### src/rtl/exp_pulse_gen_if.sv
// Bus bundle between a stimulus owner and the pulse generator.
//   master: drives trig/amp/baseline, observes the sample stream and status.
//   slave : the generator side (exp_pulse_gen).
// Signals:
//   trig        start request
//   amp         signed pulse amplitude, latched when a trigger is accepted
//   baseline    signed offset added to every output sample
//   data_out    signed, saturated sample stream
//   busy        high from trigger acceptance through the end of holdoff
//   pulse_done  one-cycle strobe when the decay phase finishes
//   dropped_cnt saturating count of triggers ignored while busy
interface exp_pulse_gen_if #(
  parameter int unsigned SIZE_DATA = 16
) ();
  logic                        trig;
  logic signed [SIZE_DATA-1:0] amp;
  logic signed [SIZE_DATA-1:0] baseline;
  logic signed [SIZE_DATA-1:0] data_out;
  logic                        busy;
  logic                        pulse_done;
  logic [7:0]                  dropped_cnt;

  modport master (
    output trig, amp, baseline,
    input  data_out, busy, pulse_done, dropped_cnt
  );

  modport slave (
    input  trig, amp, baseline,
    output data_out, busy, pulse_done, dropped_cnt
  );
endinterface

### src/rtl/exp_pulse_gen.sv
// Detector-like pulse synthesizer: linear rise over 2^RISE_SHIFT cycles to the
// latched amplitude, then exponential decay (acc -= acc >>> DECAY_SHIFT) until
// the decrement vanishes, then HOLDOFF_LEN idle cycles before re-arming.
// Output is sat(baseline + acc [+ noise]), registered, one cycle behind acc.
// Ports:
//   clk     clock
//   reset   asynchronous, active-low reset (aborts any pulse in flight)
//   gen_if  exp_pulse_gen_if.slave bundle (trig/amp/baseline in; data_out,
//           busy, pulse_done, dropped_cnt out; all outputs registered)
// Build option: define EXP_PULSE_GEN_NOISE_EN to add a 16-bit Fibonacci LFSR
// (taps 16,14,13,11, seed 16'hACE1) whose low NOISE_BITS, read as signed, are
// added into the output sum. Without it the noise term is constant zero.
module exp_pulse_gen #(
  parameter int unsigned SIZE_DATA   = 16,
  parameter int unsigned RISE_SHIFT  = 2,
  parameter int unsigned DECAY_SHIFT = 3,
  parameter int unsigned HOLDOFF_LEN = 4,
  parameter int unsigned NOISE_BITS  = 4
) (
  input logic            clk,
  input logic            reset,
  exp_pulse_gen_if.slave gen_if
);

  localparam int unsigned AccW    = SIZE_DATA + 1;
  localparam int unsigned SumW    = SIZE_DATA + 2;
  localparam int unsigned RiseLen = 1 << RISE_SHIFT;
  localparam int unsigned CntMax  = (RiseLen > HOLDOFF_LEN) ? RiseLen : HOLDOFF_LEN;
  localparam int unsigned CntW    = (CntMax > 1) ? $clog2(CntMax) : 1;

  typedef enum logic [1:0] {StIdle, StRise, StDecay, StHoldoff} state_e;

  state_e                      state_q, state_d;
  logic signed [AccW-1:0]      acc_q, acc_d;
  logic [CntW-1:0]             cnt_q, cnt_d;
  logic signed [SIZE_DATA-1:0] amp_q, amp_d;
  logic                        busy_q, busy_d;
  logic                        pulse_done_q, pulse_done_d;
  logic [7:0]                  dropped_q, dropped_d;
  logic signed [SIZE_DATA-1:0] data_out_q, data_out_d;

  logic signed [AccW-1:0]       step;
  logic signed [AccW-1:0]       decay;
  logic signed [NOISE_BITS-1:0] noise;
  logic signed [SumW-1:0]       sum;
  logic                         sum_fits;

`ifdef EXP_PULSE_GEN_NOISE_EN
  logic [15:0] lfsr_q, lfsr_d;

  // Right-shifting form of x^16 + x^14 + x^13 + x^11 + 1.
  always_comb begin
    lfsr_d = {lfsr_q[0] ^ lfsr_q[2] ^ lfsr_q[3] ^ lfsr_q[5], lfsr_q[15:1]};
  end

  always_ff @(posedge clk or negedge reset) begin
    if (!reset) begin
      lfsr_q <= 16'hACE1;
    end else begin
      lfsr_q <= lfsr_d;
    end
  end

  assign noise = $signed(lfsr_q[NOISE_BITS-1:0]);
`else
  assign noise = '0;
`endif

  assign step  = AccW'(amp_q >>> RISE_SHIFT);
  assign decay = acc_q >>> DECAY_SHIFT;

  // Next-state and datapath.
  always_comb begin
    state_d      = state_q;
    acc_d        = acc_q;
    cnt_d        = cnt_q;
    amp_d        = amp_q;
    busy_d       = busy_q;
    pulse_done_d = 1'b0;
    dropped_d    = dropped_q;

    if (gen_if.trig && (state_q != StIdle) && (dropped_q != 8'hFF)) begin
      dropped_d = dropped_q + 8'd1;
    end

    unique case (state_q)
      StIdle: begin
        acc_d = '0;
        if (gen_if.trig) begin
          amp_d   = gen_if.amp;
          cnt_d   = '0;
          busy_d  = 1'b1;
          state_d = StRise;
        end
      end
      StRise: begin
        cnt_d = cnt_q + 1'b1;
        if (cnt_q == CntW'(RiseLen - 1)) begin
          // Land exactly on the amplitude, dropping the ramp truncation error.
          acc_d   = AccW'(amp_q);
          cnt_d   = '0;
          state_d = StDecay;
        end else begin
          acc_d = acc_q + step;
        end
      end
      StDecay: begin
        // Decrement of 0 (positive tail) or -1 (negative tail) means stalled.
        if ((decay == '0) || (decay == '1)) begin
          acc_d        = '0;
          pulse_done_d = 1'b1;
          cnt_d        = '0;
          state_d      = StHoldoff;
        end else begin
          acc_d = acc_q - decay;
        end
      end
      StHoldoff: begin
        cnt_d = cnt_q + 1'b1;
        if (cnt_q == CntW'(HOLDOFF_LEN - 1)) begin
          cnt_d   = '0;
          busy_d  = 1'b0;
          state_d = StIdle;
        end
      end
      default: state_d = StIdle;
    endcase
  end

  // Saturating output sum; in range when the top three bits agree.
  always_comb begin
    sum        = SumW'(gen_if.baseline) + SumW'(acc_q) + SumW'(noise);
    sum_fits   = (sum[SumW-1:SIZE_DATA-1] == '0) || (sum[SumW-1:SIZE_DATA-1] == '1);
    data_out_d = sum[SIZE_DATA-1:0];
    if (!sum_fits) begin
      data_out_d = sum[SumW-1] ? {1'b1, {(SIZE_DATA-1){1'b0}}}
                               : {1'b0, {(SIZE_DATA-1){1'b1}}};
    end
  end

  always_ff @(posedge clk or negedge reset) begin
    if (!reset) begin
      state_q      <= StIdle;
      acc_q        <= '0;
      cnt_q        <= '0;
      amp_q        <= '0;
      busy_q       <= 1'b0;
      pulse_done_q <= 1'b0;
      dropped_q    <= 8'd0;
      data_out_q   <= '0;
    end else begin
      state_q      <= state_d;
      acc_q        <= acc_d;
      cnt_q        <= cnt_d;
      amp_q        <= amp_d;
      busy_q       <= busy_d;
      pulse_done_q <= pulse_done_d;
      dropped_q    <= dropped_d;
      data_out_q   <= data_out_d;
    end
  end

  assign gen_if.data_out    = data_out_q;
  assign gen_if.busy        = busy_q;
  assign gen_if.pulse_done  = pulse_done_q;
  assign gen_if.dropped_cnt = dropped_q;

endmodule

### src/flat_wrapper.sv
// flat-port wrapper written by rule: the top's interface ports become plain ports
module exp_pulse_gen_flat 
#(
  parameter int unsigned SIZE_DATA   = 16,
  parameter int unsigned RISE_SHIFT  = 2,
  parameter int unsigned DECAY_SHIFT = 3,
  parameter int unsigned HOLDOFF_LEN = 4,
  parameter int unsigned NOISE_BITS  = 4
)
  (clk, reset, gen_if_trig, gen_if_amp, gen_if_baseline, gen_if_data_out, gen_if_busy, gen_if_pulse_done, gen_if_dropped_cnt);
  exp_pulse_gen_if #(.SIZE_DATA(SIZE_DATA)) gen_if_i ();
  input logic clk;
  input logic reset;
  input wire logic [$bits(gen_if_i.trig)-1:0] gen_if_trig;
  input wire logic [$bits(gen_if_i.amp)-1:0] gen_if_amp;
  input wire logic [$bits(gen_if_i.baseline)-1:0] gen_if_baseline;
  output wire logic [$bits(gen_if_i.data_out)-1:0] gen_if_data_out;
  output wire logic [$bits(gen_if_i.busy)-1:0] gen_if_busy;
  output wire logic [$bits(gen_if_i.pulse_done)-1:0] gen_if_pulse_done;
  output wire logic [$bits(gen_if_i.dropped_cnt)-1:0] gen_if_dropped_cnt;
  assign gen_if_i.trig = gen_if_trig;
  assign gen_if_i.amp = gen_if_amp;
  assign gen_if_i.baseline = gen_if_baseline;
  assign gen_if_data_out = gen_if_i.data_out;
  assign gen_if_busy = gen_if_i.busy;
  assign gen_if_pulse_done = gen_if_i.pulse_done;
  assign gen_if_dropped_cnt = gen_if_i.dropped_cnt;
  exp_pulse_gen #(.SIZE_DATA(SIZE_DATA), .RISE_SHIFT(RISE_SHIFT), .DECAY_SHIFT(DECAY_SHIFT), .HOLDOFF_LEN(HOLDOFF_LEN), .NOISE_BITS(NOISE_BITS)) u_core (.clk(clk), .reset(reset), .gen_if(gen_if_i));
endmodule
### config.mk
export PLATFORM = sky130hd
export DESIGN_NAME = exp_pulse_gen_flat
export DESIGN_NICKNAME = d
export VERILOG_FILES = /design/src/rtl/exp_pulse_gen_if.sv /design/src/rtl/exp_pulse_gen.sv /design/src/flat_wrapper.sv
export SDC_FILE = /design/constraint.sdc
export NUM_CORES = 1
export LEC_CHECK = 0
export ABC_AREA = 1
export CORE_ASPECT_RATIO = 1.1
export CORE_MARGIN = 5
export CORE_UTILIZATION = 64
export CTS_CLUSTER_SIZE = 10
export DETAILED_ROUTE_END_ITERATION = 8
export DONT_BUFFER_PORTS = 1
export PLACE_DENSITY = 0.78
export SYNTH_ARGS = -nofsm -noshare
export SYNTH_HDL_FRONTEND = slang
export SYNTH_SLANG_ARGS = --single-unit
### constraint.sdc
create_clock -name clk -period 4.61 [get_ports clk]
set_input_delay 0.922 -clock clk [delete_from_list [all_inputs] [get_ports clk]]
set_output_delay 0.922 -clock clk [all_outputs]
set_load 0.1 [all_outputs]
# Word-level counts from Yosys, hierarchy flattened
# Cells that the tools add are included.
[classes] n_addsub=5 n_mul=0 div=0 n_lt_le_gt_ge=0 eq_ne=11 shift=0 muxes=19 bitwise=0 reduce_logical=15
[op_table] op="17-bit one-hot mux with 3 select lines" n=1
[op_table] op="17-bit 2-to-1 mux" n=2
[op_table] op="16-bit 2-to-1 mux" n=2
[op_table] op="16-bit by 17-bit adder with 18-bit output" n=1
[op_table] op="17-bit by 14-bit adder with 17-bit output" n=1
[op_table] op="17-bit equality test, second input constant" n=1
[op_table] op="17-bit zero test" n=1
[op_table] op="17-bit by 14-bit subtractor with 17-bit output" n=1
[op_table] op="2-bit 2-to-1 mux" n=7
[op_table] op="8-bit by 1-bit adder with 8-bit output, second input constant" n=1
[op_table] op="8-bit inequality test, second input constant" n=1
[op_table] op="2-bit one-hot mux with 4 select lines" n=1
[op_table] op="2-bit equality test, second input constant" n=3
[op_table] op="2-bit by 1-bit inequality test with 1-bit output, second input constant" n=3
[op_table] op="2-bit one-hot mux with 3 select lines" n=1
[op_table] op="1-bit 2-to-1 mux" n=4
[op_table] op="2-bit AND reduction" n=2
[op_table] op="4-bit AND reduction" n=1
[op_table] op="2-bit nonzero test" n=2
[op_table] op="3-bit equality test, second input constant" n=1
[op_table] op="3-bit zero test" n=1
[op_table] op="3-bit AND reduction" n=1
[op_table] op="3-bit nonzero test" n=1
[op_table] op="2-bit by 1-bit adder with 2-bit output, second input constant" n=1
[op_table] op="other kinds (7)" n=9
[word_totals] ff_bits=63 latchBits=0 ramBits=0 mem_bits_ro=0 input_bits=35 output_inout_bits=26 wordCells=58 n_memories=0

# Depth between registers and ports, before layout
# Gate-level depths: netlist of run 1.
[logic_depth] word_depth=4 mapped_depth=15 ltp_nobuf=15

# Least setup slack after synthesis of run 1
# OpenSTA, ideal clock, no wires.
[synth_path] path_kind="input -> register" startpoint="input port gen_if_baseline[0]" endpoint="register u_core.data_out_q[5], in the netlist u_core.gen_if.data_out[5]" setup_ns=0.116 t_arrival_ns=2.489 required_ns=4.494 slack_ns=2.005 path_stages=13 n_path_buf=1 path_cell_list="ha_1 > fa_1 > nand2_1 > nand3_1 > nand3_1 > nand2_2 > nand3_2 > nand2_1 > nand2_1 > nand2_2 > o21ai_4 > buf_8 > nand2_1"
[synth_between] elab_chain_len=4 word_cells_on_any_way=6 cone_classes="add/sub (1); eq/ne (1); mux (2); reduce/logical (2)"
[synth_lines] item="start: declaration" line="flat_wrapper.sv:16" source="input wire logic [$bits(gen_if_i.baseline)-1:0] gen_if_baseline;"
[synth_lines] item="16-bit by 17-bit adder with 18-bit output (*)" line="exp_pulse_gen.sv:132" source="sum = SumW'(gen_if.baseline) + SumW'(acc_q) + SumW'(noise);"
[synth_lines] item="3-bit equality test or 3-bit zero test (tied branches)" line="exp_pulse_gen.sv:133" source="sum_fits = (sum[SumW-1:SIZE_DATA-1] == '0) || (sum[SumW-1:SIZE_DATA-1] == '1);"
[synth_lines] item="1-bit logical OR" line="exp_pulse_gen.sv:133"
[synth_lines] item="16-bit 2-to-1 mux (*)" line="exp_pulse_gen.sv:135" source="if (!sum_fits) begin"
[synth_lines] item="via u_core.data_out_d[5]" line="exp_pulse_gen.sv:40" source="logic signed [SIZE_DATA-1:0] data_out_q, data_out_d;"
[synth_lines] item="end signal: assignment" line="exp_pulse_gen.sv:159" source="data_out_q <= data_out_d;"
[synth_lines] item="end: declaration" line="exp_pulse_gen.sv:40"
# The timed path passes the listed nets; every way through them passes the cells marked *.
# A chain may end at the register's enable or synchronous reset.

# Worst setup path after layout of run 1
[layout_path] startpoint="register u_core.dropped_q[0], in the netlist u_core.gen_if.dropped_cnt[0]" endpoint="register u_core.dropped_q[7], in the netlist u_core.gen_if.dropped_cnt[7]"
[layout_between] elab_chain_len=2 word_cells_on_any_way=3 cone_classes="add/sub (1); eq/ne (1); reduce/logical (1)"
[layout_lines] item="start: declaration" line="exp_pulse_gen.sv:39" source="logic [7:0] dropped_q, dropped_d;"
[layout_lines] item="start signal: assignment" line="exp_pulse_gen.sv:158" source="dropped_q <= dropped_d;"
[layout_lines] item="parallel branches: the longest is 2 deep, another holds 8-bit by 1-bit adder with 8-bit output"
# Several ways; the timed one is not identified.

==> summary.txt, run 1 <==
Synth
  • Flip-flop and latch count after synthesis: 63
  • Summed instance area of the synthesized netlist: between 5000 and 6000 um2
  • Library cells used by synthesis: 37
  • Mean cell area of the mapped netlist: 6.53 um2
  • Net count after synthesis: 980
  • Post-synthesis sequential area ratio: approximately 27%
  • Synth Instances: 884
  • Number of synthesis warnings: 0

Min path
  • Kind of path behind the tightest hold check: input pin to async pin

Critical path
  • Arrival time of data at the critical path endpoint: 2.80 ns
  • Critical-path top delay cell: dfrtp_1
  • Critical path, cell by cell: ha_1, nand4_1, o21ai_0, nor2_1, nand2_1, nor3_1, xor2_1
  • Critical Path RT: between 4 and 5 ns
  • Max incr delay on CP: 1.01 ns
  • Depth of the worst register-to-register path: 7
  • Worst setup path endpoint: u_core.gen_if.dropped_cnt[7]
  • Critical Path Start Type: register
  • R2R setup slack: around 2 ns
  • Largest fanout of any net on the critical path: 5
  • Nature of the critical path endpoint: register
  • Crit Reg-Reg Endpoint: u_core.gen_if.dropped_cnt[7]
  • Launching element of the worst setup path: u_core.gen_if.dropped_cnt[0]
  • RR Startpoint: u_core.gen_if.dropped_cnt[0]
  • Worst setup path class: register to register

Routing
  • Initial drt markers: 365
  • Final WL: 14500 um
  • Via total after detailed routing: roughly 5500
  • First-pass iteration count of the detailed router: 6
  • Number of remaining DRC errors: 0
  • Routed wire length per instance: 14.4 um
  • DRT antenna net count: 0
  • Routed vias/inst: roughly 5.5

Placed design
  • Count of placed standard cells including taps: slightly below 1000
  • Routability congestion estimate from global placement: between 0.9 and 1
  • Port-buffer cells: 0
  • Half-perimeter wire length of the detailed placement result: 11300 um

STA
  • Peak Freq: ~390 MHz
  • Least-Margin Pin Slew: 1.00 ns
  • Pins Over Slew Limit: 0
  • Max_slew headroom: between 30% and 40%
  • Final Hold Vio Count: 0
  • Post-route fraction of the period consumed by the critical path: a little under three fifths
  • Setup repair after global routing missed its margin: no
  • Setup TNS after final layout: 0 ns
  • Final min period: ~2.6 ns
  • Largest clock skew in the final design: ~0.0075 ns
  • Setup-failing EPs final: 0

Global route
  • Global-route wire length before repair: approximately 24000 um
  • Gr usage total: approximately 28%
  • Initial antenna violation count: 0
  • Grt total ovfl: 0
  • Pin count of the biggest net entering global routing: 64
  • Vias in the first global route: about 5300

Clock tree
  • Clk Latency, worst-skew pair: 0.35 ns
  • Post_cts resized: 0
  • Number of buffers inserted during clock tree synthesis: 9
  • Setup Buffers After CTS: 0
  • Maximum clock path buffer count: 2
  • CTS Root Cell: clkbuf_8
  • Clock tree sinks: 63
  • Number of hold buffers added after CTS: 0
  • CTS clk-pin slew, worst paths: ~0.08 ns
  • H-tree depth: 3
  • CTS tree: yes

Die
  • IO Count: 61
  • Cell Rows: 36
  • Die H: ~110 um
  • Die outline area: about 11000 um2
  • Die width: approximately 100 um
  • Placeable core area: slightly below 9000 um2
  • Initial core utilization: roughly two thirds

Finish
  • Number of inserted diodes: 0
  • Combined area of the multi-input logic cells: between 3000 and 4000 um2
  • Final layout net count: 980
  • Fill cell count: about 760
  • Area grow syn2layout: 5.03%
  • Post-route insts no fill: 1003
  • Layout cells sized above 1: approximately 4.6%
  • Area occupied by registers: 1580 um2

Outcome
  • Outcome: finished clean

Job
  • Maximum Capacitance Violations: 0
## per-stage QoR
| step | util (%) | area (um2) | setup WS (ns) | hold WS [ns] |
|---|---|---|---|---|
| final | 68.7 | 6060 | 2.01 | 0.250 |
| after global routing | 68.7 | 6060 | 1.92 | 0.234 |
| after CTS | 68.7 | 6060 | 2.05 | 0.238 |
| after detailed placement | 66.3 | 5860 | 1.79 | 0.479 |
| after global placement | 66.3 | 5860 | 1.88 | 0.472 |
| after floorplan | - | 5770 | 2.00 | 0.450 |
## metal layers
| metal | routed length (um) | share of wire [%] | vias up | track usage, % |
|---|---|---|---|---|
| met5 | 0 | 0 | - | 0 |
| met4 | 291 | 2.0 | 0 | 11.0 |
| met3 | 706 | 4.9 | 28 | 3.05 |
| met2 | 6950 | 48 | 154 | 48.6 |
| met1 | 6540 | 45 | 2554 | 34.5 |
| li1 | - | - | 2801 | - |
## synth_stat cells
cell	number	area, um2
nand2_1	324	1220
inv_1	135	507
dfrtp_1	63	1580
ha_1	58	726
nand3_1	56	280
a21oi_1	50	250
o21ai_0	47	235
nor2_1	44	165
xor2_1	24	210
nand4_1	10	62.6
clkbuf_1	9	33.8
nand2_2	7	43.8
nor3_1	7	35.0
xnor2_1	7	61.3
inv_2	5	18.8
and2_1	3	18.8
fa_1	3	60.1
o21bai_1	3	22.5
o22ai_1	3	18.8
a31oi_1	2	12.5
nand2_4	2	22.5
nand3_2	2	20.0
nand3b_1	2	15.0
nor3_2	2	20.0
o21a_1	2	15.0
o21ai_1	2	10.0
or2_2	2	12.5
a211o_1	1	8.76
a21o_1	1	7.51
buf_2	1	5.00
buf_6	1	11.3
buf_8	1	15.0
mux2_2	1	11.3
nor2_2	1	6.26
nor4_2	1	12.5
o21ai_4	1	16.3
o2bb2ai_1	1	8.76
## flip-flops by register name (all words and copies together), names as in the netlist
name / flops
u_core.gen_if.pulse_done: 1
u_core.cnt_q: 2
u_core.amp_q: 16
u_core.gen_if.dropped_cnt: 8
u_core.state_q: 2
u_core.gen_if.data_out: 16
u_core.acc_q: 17
u_core.gen_if.busy: 1
## critical path: cells and delay by family, from the launching register on
kind            cells  cell delay (ns)
fa+ha+maj           1             0.30
simple gates        4             0.46
compound gates      1             0.54
flops               1             1.01
xor+xnor            1             0.14
## worst min-delay path by stage
stage,start,to,slack [ns],cells after the start
after floorplan,u_core.amp_q[0],u_core.amp_q[0],0.45,2
after global placement,u_core.amp_q[1],u_core.amp_q[1],0.47,2
after detailed placement,u_core.amp_q[0],u_core.amp_q[0],0.48,2
after CTS,reset,u_core.gen_if.dropped_cnt[2],0.24,0
after global routing,reset,u_core.gen_if.dropped_cnt[2],0.23,0
final,reset,u_core.gen_if.dropped_cnt[2],0.25,0
## logic make-up after synthesis
kind of cell	count (synthesis)	share of synthesized area, %
xor gates and xnor gates	31	4.70
DFF	63	27.3
adders and majority gates	61	13.6
AOI/OAI and AO/OA	113	10.5
buffers and inverters	152	10.2
muxes	1	0.195
and+or+nand+nor	463	33.4
## layout make-up
| cell class | instances | area share, % |
|---|---|---|
| well taps | 114 | 2.35 |
| clock buffers | 10 | 2.27 |
| repair buffers | 1 | 0.124 |
| flip-flops and latches | 63 | 26.0 |
| inverters | 140 | 8.67 |
| multi-input cells | 669 | 59.5 |
| clock inverters | 6 | 1.11 |
## layout by cell type (no fill, tap or decap), drive strengths merged, types with 2 or more instances in the layout
cell and instances:
nand3b 2, nand2 333, o21ai 50, and2 3, clkinv 2, nand4 10
inv 141, clkbuf 10, a21oi 50, nand3 58, nor2 45, a31oi 2
clkinvlp 2, or2 2, o22ai 3, o21a 2, nor3 9, fa 3
dfrtp 63, xor2 24, xnor2 7, ha 58, o21bai 3
Power of run 1 is left out: the tool's default activity adds up to more than one toggle a clock period on the data nets, which glitch-free logic cannot reach.
==> run 2, diff against run 1 <==
--- a/config.mk
+++ b/config.mk
@@ -8,11 +8,11 @@
 export ABC_AREA = 1
 export CORE_ASPECT_RATIO = 1.1
 export CORE_MARGIN = 5
-export CORE_UTILIZATION = 64
+export CORE_UTILIZATION = 59
 export CTS_CLUSTER_SIZE = 10
 export DETAILED_ROUTE_END_ITERATION = 8
 export DONT_BUFFER_PORTS = 1
-export PLACE_DENSITY = 0.78
+export PLACE_DENSITY = 0.76
 export SYNTH_ARGS = -nofsm -noshare
 export SYNTH_HDL_FRONTEND = slang
 export SYNTH_SLANG_ARGS = --single-unit
==> constraint.sdc (replaced) <==
create_clock -name clk -period 2.1 [get_ports clk]
set_input_delay 0.42 -clock clk [delete_from_list [all_inputs] [get_ports clk]]
set_output_delay 0.42 -clock clk [all_outputs]
set_load 0.1 [all_outputs]
==> run 2 against run 1 <==
Die area up 7.7%. Wire length up 17%. Worst hold slack worse by 0.076 ns. The run now ends with negative setup slack left. Clock-buffer cell count down 1.
==> summary.txt, run 2 (synthesis results as in run 1) <==
Global route
  • Grt total ovfl: 0 (unchanged)
  • Layer carrying the most global-route usage: met2 (unchanged)
  • Gr usage total: 27.3% (was 27.6%)
  • Initial antenna violation count: 0 (unchanged)
  • Met3 Resource Use GR: 3.96% (was 3.05%)
  • Pin count of the biggest net entering global routing: 64 (unchanged)
  • Global-route wire length before repair: 26900 um (was 24300 um)
  • Vias in the first global route: 5872 (was 5339)
  • Routing usage on met2: 48.7% (was 48.6%)
  • GR Layer Usage met1: 33.4% (was 34.5%)

Critical path
  • Worst setup path class: register to register (unchanged)
  • Nature of the critical path endpoint: register (unchanged)
  • Crit path max-delay family: simple AND/OR/NAND/NOR gates (was flip-flops)
  • Critical Path Start Type: register (unchanged)
  • RR Startpoint: u_core.acc_q[0] (was u_core.gen_if.dropped_cnt[0])
  • Max incr delay on CP: 0.43 ns (was 1.01 ns)
  • Depth of the worst register-to-register path: 14 (was 7)
  • Largest fanout of any net on the critical path: 7 (was 5)
  • Critical Path RT: 2.36 ns (was 4.81 ns)
  • Most used cell, CP: nand2_1
  • Critical path, cell by cell: ha_4, fa_2, nand2_1, nand3_2, nand3_2, nand2_4, nand3_2, nand2_1, nand2_1, nand2_2, o21ai_4, buf_6, buf_16, nand2_1 (was ha_1, nand4_1, o21ai_0, nor2_1, nand2_1, nor3_1, xor2_1)
  • Critical-path top delay cell: dfrtp_1 (unchanged)
  • Total buffers and inverters traversed by the critical path: 2 (was 0)
  • Crit Reg-Reg Endpoint: u_core.gen_if.data_out[2] (was u_core.gen_if.dropped_cnt[7])
  • Arrival time of data at the critical path endpoint: 2.36 ns (was 2.80 ns)
  • R2R setup slack: -0.002 ns (was 2.01 ns)

Outcome
  • Outcome: complete, but fails checks (was finished clean)
  • Violations in the final reports: negative setup slack

Placed design
  • Routability congestion estimate from global placement: 0.983 (was 0.927)
  • Placed cell areas: 6350 um2 (was 5860 um2)
  • DP Worst Slack: -0.0427 ns (was 1.79 ns)
  • Count of placed standard cells including taps: 1053 (was 987)
  • Half-perimeter wire length of the detailed placement result: 11900 um (was 11300 um)
  • Port-buffer cells: 0 (unchanged)

Clock tree
  • Clock tree sinks: 63 (unchanged)
  • Maximum clock path buffer count: 2 (unchanged)
  • Number of buffers inserted during clock tree synthesis: 9 (unchanged)
  • CTS Root Cell: clkbuf_8 (unchanged)
  • Clk Latency, worst-skew pair: 0.36 ns (was 0.35 ns)
  • H-tree depth: 3 (unchanged)
  • CTS clk-pin slew, worst paths: 0.08 ns (about the same)
  • CTS tree: yes (unchanged)

Pwr
  • Seq pwr share: between 10% and 20%
  • Worst IR Drop VDD: 946 uV
  • Tot Pwr: around 13 mW
  • Static Leakage: ~3.9 nW
  • Switching Fraction: ~56%
  • Portion of total power attributed to the clock network: a little under a tenth
  • Switch Pwr: 7.47 mW
  • Combinational fraction of design power: between 70% and 80%
  • Power per Cell Area: ~1800 nW/um2
  • Cell-internal power: 5.88 mW

Min path
  • Worst hold path startpoint: gen_if_amp[1]
  • Kind of path behind the tightest hold check: input pin to register (was input pin to async pin)
  • Hold path endpoint: u_core.amp_q[1]
  • Cells on Worst Hold Path: 2

STA
  • Final min period: 2.10 ns (was 2.60 ns)
  • Setup-failing EPs final: 1 (was 0)
  • Largest clock skew in the final design: 0.00768 ns (was 0.00754 ns)
  • Least-Margin Pin Slew: 0.549 ns (was 1.00 ns)
  • Peak Freq: 476 MHz (was 385 MHz)
  • Setup repair after global routing missed its margin: yes (was no)
  • Pins Over Slew Limit: 0 (unchanged)
  • Post-route fraction of the period consumed by the critical path: 100% (was 56.3%)
  • Max_slew headroom: 63.4% (was 33.2%)
  • Worst-case setup margin in the final layout: -0.00235 ns (was 2.01 ns)
  • Final Hold Vio Count: 0 (unchanged)

Finish
  • Layout cells sized above 1: 24.1% (was 4.61%)
  • Max reg flops: 17 (unchanged)
  • Final layout net count: 1059 (was 980)
  • Number of inserted diodes: 0 (unchanged)
  • Register bank with the most flops: u_core.acc_q (unchanged)
  • Post-route standard cell area excluding fillers: 7310 um2 (was 6060 um2)
  • Post-route insts no fill: 1085 (was 1003)
  • Final Core Density: 77.4% (was 68.7%)
  • Most common cell after layout, fill and taps aside: nand2_1 (unchanged)
  • Most frequent cells in the layout: 292 x nand2_1, 130 x inv_1, 70 x buf_4 (was 324 x nand2_1, 135 x inv_1, 63 x dfrtp_1)
  • Area grow syn2layout: 26.7% (was 5.03%)

Die
  • Die H: 114 um (was 110 um)
  • Die width: 104 um (was 101 um)
  • Cell Rows: 37 (was 36)
  • Die outline area: 11900 um2 (was 11000 um2)
  • IO Count: 61 (unchanged)
  • Placeable core area: 9440 um2 (was 8830 um2)
  • Initial core utilization: 61.1% (was 65.4%)

Routing
  • Initial drt markers: 450 (was 365)
  • Via total after detailed routing: 6029 (was 5537)
  • DRT antenna net count: 0 (unchanged)
  • First-pass iteration count of the detailed router: 6 (unchanged)
  • Final WL: 16900 um (was 14500 um)
  • Routed vias/inst: 5.56 (was 5.52)
  • Number of remaining DRC errors: 0 (unchanged)
  • Routed wire length per instance: 15.6 um (was 14.4 um)

Job
  • Maximum Capacitance Violations: 0 (unchanged)
-- run 2: changes by cell type in the layout (fill, tap and decap cells not counted), sizes merged --
cell,change
clkinvlp,+1
dlygate4sd3,+1
bufinv,+1
buf,+77
clkbuf,-1
-- run 2: power groups by stage --
stage / combinational (mW) / clock (mW) / sequential (mW)
global route: 10.8 / 1.34 / 2.29
global placement: 8.32 / 0 / 2.13
floorplan: 4.59 / 0 / 3.86
CTS: 8.84 / 1.27 / 2.12
finish: 9.87 / 1.28 / 2.21
detailed placement: 8.49 / 0 / 2.15
-- run 2: stage by stage --
step           hold slack, ns  setup TNS (ns)
3_3_place_gp            0.126               0
3_5_place_dp            0.126          -0.695
5_1_grt                 0.175           -1.85
2_1_floorplan           0.124               0
4_1_cts                 0.164          -0.304
6_report                0.174        -0.00235
-- run 2: worst max path at each step --
stage | start | to | slack (ns) | cells past startpoint
after global placement | u_core.amp_q[2] | u_core.acc_q[8] | 0.008 | 11
after CTS | u_core.acc_q[0] | u_core.gen_if.data_out[10] | -0.04 | 13
after floorplan | u_core.gen_if.dropped_cnt[5] | u_core.gen_if.dropped_cnt[7] | 0.02 | 6
final | u_core.acc_q[0] | u_core.gen_if.data_out[2] | -0.002 | 14
after detailed placement | gen_if_baseline[0] | u_core.gen_if.data_out[3] | -0.04 | 13
after global routing | u_core.acc_q[0] | u_core.gen_if.data_out[1] | -0.13 | 14
-- run 2: repair_timing --
item / 4_1_cts / 5_1_grt
setup endpoints to repair: 22 / 31
resized for setup: 27 / 108
cloned: 1 / 1
setup buffers: 6 / 7
hold buffers: 2 / 0
hold endpoints to repair: 63 / 0
pin swaps: 5 / 29
-- run 2: area by class of cell --
| class | count | area [um2] |
|---|---|---|
| Multi-Input combinational cell | 669 | 4140 |
| Fill cell | 663 | 2130 |
| Sequential cell | 63 | 1600 |
| Timing Repair Buffer | 79 | 658 |
| Inverter | 140 | 532 |
| Tap cell | 117 | 146 |
| Clock buffer | 9 | 124 |
| Clock inverter | 7 | 105 |
| Timing Repair inverter | 1 | 7.51 |
-- run 2: layer usage --
metal | vias up | share of wire [%]
met5 | - | 0
li1 | 2947 | -
met1 | 2780 | 41
met4 | 0 | 3.8
met3 | 64 | 6.4
met2 | 238 | 49
Power figures use the tool's default switching activity.
